===== src/rtl/brisc_pkg.sv =====
// brisc_pkg: shared memory-port types and pipeline depths.
//   mem_req_t  : valid, rw (1 = write), addr, one line of data
//   mem_resp_t : ready, addr, one line of data
package brisc_pkg;
    localparam int MEM_REQ_DELAY  = 5;
    localparam int MEM_RESP_DELAY = 5;
    localparam int ADDR_W         = 32;
    localparam int LINE_W         = 128;

    typedef struct packed {
        logic              valid;
        logic              rw;
        logic [ADDR_W-1:0] addr;
        logic [LINE_W-1:0] data;
    } mem_req_t;

    typedef struct packed {
        logic              ready;
        logic [ADDR_W-1:0] addr;
        logic [LINE_W-1:0] data;
    } mem_resp_t;
endpackage


===== src/rtl/mem_arbiter.sv =====
// mem_arbiter: merges I-cache and D-cache requests onto one memory port, one transaction at a time.
//   clk, rst_n          : clock, asynchronous active-low reset
//   icache_req_i/resp_o : I-cache request in, completion out
//   dcache_req_i/resp_o : D-cache request in, completion out
//   mem_req_o           : registered request to memory (valid pulses one cycle per transaction)
//   mem_resp_i          : read fill from memory
//   err_o               : sticky flag for unexpected or mismatched memory responses
module mem_arbiter #(
    parameter int MEM_REQ_DELAY  = brisc_pkg::MEM_REQ_DELAY,
    parameter int MEM_RESP_DELAY = brisc_pkg::MEM_RESP_DELAY
) (
    input  logic                 clk,
    input  logic                 rst_n,
    input  brisc_pkg::mem_req_t  icache_req_i,
    output brisc_pkg::mem_resp_t icache_resp_o,
    input  brisc_pkg::mem_req_t  dcache_req_i,
    output brisc_pkg::mem_resp_t dcache_resp_o,
    output brisc_pkg::mem_req_t  mem_req_o,
    input  brisc_pkg::mem_resp_t mem_resp_i,
    output logic                 err_o
);
    localparam int CW = $clog2(MEM_REQ_DELAY + MEM_RESP_DELAY + 1);

    typedef enum logic [1:0] {DRAIN, IDLE, WAIT_RD, WAIT_WR} state_t;

    state_t               r_state, w_state_nx;
    logic [CW-1:0]        r_cnt, w_cnt_nx;
    logic                 r_owner, r_last_grant, r_err;
    brisc_pkg::mem_req_t  r_req, w_sel;
    brisc_pkg::mem_resp_t w_resp;
    logic                 w_pick, w_grant, w_rd_done, w_wr_done, w_bad_resp;

    // Round-robin only matters on a conflict; otherwise take whichever client is valid.
    assign w_pick    = (icache_req_i.valid && dcache_req_i.valid) ? ~r_last_grant : dcache_req_i.valid;
    assign w_sel     = w_pick ? dcache_req_i : icache_req_i;
    assign w_grant   = (r_state == IDLE) && (icache_req_i.valid || dcache_req_i.valid);
    assign w_rd_done = (r_state == WAIT_RD) && mem_resp_i.ready;
    assign w_wr_done = (r_state == WAIT_WR) && (r_cnt == '0);
    // DRAIN absorbs stale fills from before reset, so it never flags.
    assign w_bad_resp = mem_resp_i.ready && ((r_state == IDLE) || (r_state == WAIT_WR) ||
                        ((r_state == WAIT_RD) && (mem_resp_i.addr != r_req.addr)));

    assign w_resp = w_rd_done ? mem_resp_i :
                    w_wr_done ? {1'b1, r_req.addr, {brisc_pkg::LINE_W{1'b0}}} : '0;

    assign icache_resp_o = r_owner ? '0 : w_resp;
    assign dcache_resp_o = r_owner ? w_resp : '0;
    assign mem_req_o     = r_req;
    assign err_o         = r_err;

    always_comb begin
        w_state_nx = r_state;
        w_cnt_nx   = r_cnt;
        case (r_state)
            DRAIN: begin
                w_cnt_nx   = (r_cnt == '0) ? r_cnt : r_cnt - CW'(1);
                w_state_nx = (r_cnt <= CW'(1)) ? IDLE : DRAIN;
            end
            IDLE: begin
                // Loaded at grant: holds MEM_REQ_DELAY in the issue cycle, hits zero in the
                // cycle whose closing edge commits the write in memory.
                w_cnt_nx   = CW'(MEM_REQ_DELAY);
                w_state_nx = !w_grant ? IDLE : (w_sel.rw ? WAIT_WR : WAIT_RD);
            end
            WAIT_RD: w_state_nx = w_rd_done ? IDLE : WAIT_RD;
            WAIT_WR: begin
                w_cnt_nx   = r_cnt - CW'(1);
                w_state_nx = w_wr_done ? IDLE : WAIT_WR;
            end
            default: w_state_nx = DRAIN;
        endcase
    end

    always_ff @(posedge clk or negedge rst_n) begin
        if (!rst_n) begin
            r_state      <= DRAIN;
            r_cnt        <= CW'(MEM_REQ_DELAY + MEM_RESP_DELAY);
            r_owner      <= 1'b0;
            r_last_grant <= 1'b0;
            r_err        <= 1'b0;
            r_req        <= '0;
        end else begin
            r_state <= w_state_nx;
            r_cnt   <= w_cnt_nx;
            r_err   <= r_err | w_bad_resp;
            if (w_grant) begin
                r_req        <= w_sel;
                r_owner      <= w_pick;
                r_last_grant <= w_pick;
            end else begin
                r_req.valid  <= 1'b0;
            end
        end
    end
endmodule


===== config.mk =====
export PLATFORM = sky130hd
export DESIGN_NAME = mem_arbiter
export DESIGN_NICKNAME = d
export VERILOG_FILES = /design/src/rtl/brisc_pkg.sv /design/src/rtl/mem_arbiter.sv
export SDC_FILE = /design/constraint.sdc
export NUM_CORES = 1
export LEC_CHECK = 0
export ABC_AREA = 0
export BUFFER_PORTS_ARGS = -buffer_cell sky130_fd_sc_hd__buf_2
export CELL_PAD_IN_SITES_DETAIL_PLACEMENT = 2
export CELL_PAD_IN_SITES_GLOBAL_PLACEMENT = 2
export CORE_AREA = 4 4 375 377
export CTS_CLUSTER_DIAMETER = 200
export DETAILED_ROUTE_END_ITERATION = 8
export DIE_AREA = 0 0 379 381
export GPL_TIMING_DRIVEN = 0
export PLACE_DENSITY_LB_ADDON = 0.1
export REMOVE_ABC_BUFFERS = 1
export SYNTH_ARGS = -nofsm -noshare
export SYNTH_HDL_FRONTEND = slang
export SYNTH_SLANG_ARGS = --single-unit

===== constraint.sdc =====
create_clock -name clk -period 4.27 [get_ports clk]
set_input_delay 0.6405 -clock clk [delete_from_list [all_inputs] [get_ports clk]]
set_output_delay 0.6405 -clock clk [all_outputs]
set_load 0.02 [all_outputs]

# Word level (Yosys, flattened, before mapping)
# Cells that the tools add are included.
[word_totals] wordCells=45 inputBits=487 output_inout_bits=485 register_bits=170
[op_classes] eq_ne=5 bitwise=2 n_reduce_logical=13 mux=15 order_cmp=1 addsub=1
[ops] operator="161-bit two-way mux" n=4
[ops] operator="162-bit two-way mux" n=1
[ops] operator="32-bit inequality test" n=1
[ops] operator="4-bit one-hot mux with 3 select lines" n=1
[ops] operator="2-bit one-hot mux with 4 select lines" n=1
[ops] operator="1-bit logical AND" n=6
[ops] operator="2-bit two-way mux" n=3
[ops] operator="2-bit equality test (second input constant)" n=2
[ops] operator="4-bit by 1-bit less-or-equal comparator with 1-bit output (second input constant)" n=1
[ops] operator="4-bit logical NOT" n=1
[ops] operator="1-bit two-way mux" n=4
[ops] operator="4-bit two-way mux" n=1
[ops] operator="4-bit by 1-bit subtractor with 4-bit output (second input constant)" n=1
[ops] operator="1-bit logical OR" n=3
[ops] operator="3-bit nonzero test" n=1
[ops] operator="2-bit by 1-bit equality test with 1-bit output (second input constant)" n=1
[ops] operator="2-bit logical NOT" n=1
[ops] operator="2-bit inequality test (second input constant)" n=1
[ops] operator="2-bit AND reduction" n=1
[ops] operator="1-bit NOT" n=1
[ops] operator="1-bit OR" n=1

# Depth between registers and ports, before layout
[depth] depth_word=6 mapped_depth=7 depth_no_buf=6

# Least setup slack after synthesis
# OpenSTA, ideal clock, no wires.
[synth_path] path_type="register to output" from="reg r_cnt[0]" to="out dcache_resp_o[131] (netlist name)" stages_incl_launch_ff=8 slack_ns=1.921 n_path_buf=1 arrival_time_ns=1.708 path_cell_list="dfrtp_1 -> inv_1 -> ha_1 -> nor3b_2 -> mux2_2 -> nand3_2 -> buf_2 -> nor2_1"
[synth_rtl] element="from (decl)" line_no="mem_arbiter.sv:27" text="logic [CW-1:0] r_cnt, w_cnt_nx;"
[synth_rtl] element="from (signal assigned)" line_no="mem_arbiter.sv:77" text="r_cnt <= CW'(MEM_REQ_DELAY + MEM_RESP_DELAY);"
[synth_rtl] element="from (signal assigned)" line_no="mem_arbiter.sv:84" text="r_cnt <= w_cnt_nx;"
[synth_rtl] element="to (decl)" line_no="mem_arbiter.sv:17" text="output brisc_pkg::mem_resp_t dcache_resp_o,"

==> metrics.md <==
| Metric | Value |
|---|---|
| CP Depth | `7` |
| Number of synthesized flops with an enable pin | `0` |
| Status | `finished, final reports clean` |
| Yosys cell types | `39` |
| Peak Freq | `0.2580 GHz` |
| CP Capture Type | `output port` |
| WP buf/inv | `4` |
| Max incr delay on CP | `680 ps` |
| Relative slew slack | `41.85%` |
| Initial DRT Pass Iterations | `4` |
| CTS tree | `built` |
| Io pins | `972` |
| Nets | `2597` |
| Sequential power share | `28.9%` |
| Wire per inst | `22.45 µm` |
| Final min period | `3876 ps` |
| DP Cell Count | `3880` |
| DR iter-0 viols | `337` |
| GRT Overall Usage | `11.73%` |
| Worst R2R Path Depth | `8` |
| Sink Count | `170` |
| Worst-margin pin slew | `848.1 ps` |
| Register area share after synthesis | `40.09%` |
| Worst Setup SP | `r_state[1]` |
| Initial antenna violation count | `60` |
| Mapped Area | `10620 µm²` |
| Commonest non-fill, non-tap cell in the layout | `buf_2` |
| Root Driver | `clkbuf_16` |
| Initial Util | `7.742%` |
| Die width | `379 µm` |
| Power Total | `10.55 mW` |
| Peak VDD IR | `0.2618 mV` |
| Max-cap viol count | `0` |
| Gp weighted congestion | `0.7424` |
| Worst hold path type | `in2async` |
| DIE AREA | `144400 µm²` |
| Final Hold Viols | `0` |
| Comb power frac | `54.6%` |
| Post-synthesis async set-or-reset flop share | `100.0%` |
| # setup viols final | `0` |
| Vias/cell | `3.186` |
| Worst EP required | `3630 ps` |
| Top-area cell type share of the netlist area | `39.59%` |
| Period Utilization, post-route | `90.77%` |
| Maximum clock insertion buffer count | `2` |
| Worst-path fanout max | `50` |
| Yosys top cell by area | `dfrtp_1` |
| Antenna-violating nets left | `0` |
| Most frequent cells in the layout | `970 x buf_2, 256 x and2_1, 226 x nor2_1` |
| Core area | `137200 µm²` |
| Int Power | `5.195 mW` |
| Grt total ovfl | `0` |
| Crit-path cells | `nand3b_1 > buf_16 > nor2_4 > buf_12 > buf_12 > and2_1 > buf_2` |
| Setup TNS | `0 ps` |
| Area Growth Syn to Fin | `72.76%` |
| First-pass GRT wire length | `116.9 mm` |
| Largest net degree at the start of global routing | `89` |
| Synth Instances | `1188` |
| Crit path kind | `reg2out` |
| Cell Rows | `136` |
| Post-Syn Area per Cell | `8.937 µm²` |
| Ratio of cells with drive above 1 in the final layout | `48.87%` |
| Reg2reg start | `r_last_grant` |
| Crit-path most repeated cell | `buf_12` |
| Vias | `12500` |
| Synth top area cells | `dfrtp_1 40%, mux2i_1 18%, and2_1 15%, nor2_1 8.0%, a21oi_1 7.8%` |
| Clk_lat worst skew | `520 ps` |
| Fin Clk Skew | `27.11 ps` |
| Die Span Y | `381 µm` |
| H-tree levels | `4` |
| Leak | `9.423 nW` |
| Worst EP arrival | `3240 ps` |
| Post-synth top flop | `dfrtp_1` |
| Post-DP HPWL | `76.45 mm` |
| Overall routed net length | `88.05 mm` |
| # DRC | `0` |
| CTS Buf Count | `17` |
| Vias in the first global route | `14010` |
| Clk network pwr share | `16.5%` |
| Worst-path clk slew | `100 ps` |
| NetSw | `5.357 mW` |
| Final Slew Violations | `0` |
| Sw Ratio | `50.77%` |
| Non-filler instance count after layout | `3923` |
| Post-Place Worst Slack | `421.7 ps` |
| Max stage delay cell, worst path | `dfrtp_1` |
| Synth Warn # | `0` |
| Min setup slack post-route | `394.1 ps` |
| #FFs+latches synth | `170` |
| Port bufs | `971` |
| CP delay by family, top | `simple AND/OR/NAND/NOR gates` |
| PwrDens | `575.3 nW/µm²` |
| RSZ-0062 raised after global routing | `no` |
| Kind of start point of the critical path | `register` |
[sequential cells by signal, summed over array words and instances (netlist names)]
signal and cells:
r_cnt 4, err_o 1, r_state 2, mem_req_o 162, r_last_grant 1
[final cells by class]
cell class	count	area, µm²
clock buffers	19	442.9
inverters	6	22.52
diodes	9	22.52
multi-input cells	919	5868
well taps	1794	2245
flip-flops and latches	170	4257
fillers	16320	118800
repair buffers	993	5328
clock inverters	13	157.7
[worst reg2reg max path, stage by stage, from the launching register on]
cell	delay [ps]
dfrtp_1	550
a21boi_4	710
buf_12	290
buf_12	240
buf_12	250
buf_12	240
buf_12	240
mux2i_1	560
a21oi_1	140
[synth_stat cells, types with 4 or more instances]
cell / number
dfrtp_1: 168
buf_6: 10
mux2i_1: 193
nor2_1: 226
clkbuf_1: 14
inv_1: 6
nand4_1: 7
xnor2_1: 32
nand2_1: 4
a21oi_1: 165
and2_1: 256
buf_2: 65
[stage by stage]
stage | utilization [%] | hold slack [ps] | cell area (µm²)
4_1_cts | 13.35 | 164.9 | 18310
6_report | 13.37 | 178.6 | 18340
3_3_place_gp | 12.54 | 480.2 | 17200
2_1_floorplan | - | 344.9 | 10100
5_1_grt | 13.36 | 184.8 | 18330
3_5_place_dp | 12.90 | 489.2 | 17690
[kinds of logic (layout without fill, tap and decap cells)]
logic type / count (synthesis) / after routing / synth area share [%]
and+or+nand+nor: 509 / 510 / 24.68
muxes: 195 / 195 / 18.41
AOI/OAI and AO/OA: 177 / 177 / 8.543
DFF: 170 / 170 / 40.09
buffers and inverters: 100 / 1031 / 5.114
xor gates and xnor gates: 33 / 33 / 2.722
adders and majority gates: 4 / 4 / 0.4478
other: 0 / 9 / 0
[final timing paths]
kind | endpoint | slack (ps)
max in group asynchronous | mem_req_o[37] | 3030
min | mem_req_o[64] | 180
max reg2reg | mem_req_o[58] | 890
min in group clk | mem_req_o[17] | 430
min reg2reg | mem_req_o[160] | 500
max | dcache_resp_o[15] | 390
[power by group through the flow]
stage	logic [mW]	clock network, mW	registers (mW)
global placement	6.29	0	3.08
floorplan	2.74	0	3.86
finish	5.77	1.74	3.04
CTS	6.00	1.91	3.08
global route	6.37	1.95	3.19
detailed placement	5.99	0	3.09
[layer usage]
layer	GRT usage, %	vias to the layer above	part of all wire, %
met5	0	-	0.12
met4	2.418	16	1.7
met3	5.121	133	10
met2	22.24	694	52
met1	11.74	5871	36
li1	-	5784	-
[what timing repair did]
item,in CTS,in global routing
buffers inserted,1,0
gates cloned,1,0
pin swaps,2,0
gates resized for setup,0,2
setup endpoints to repair,99,16
hold buffers,0,0
No activity file was read; power rests on OpenSTA's default activity.
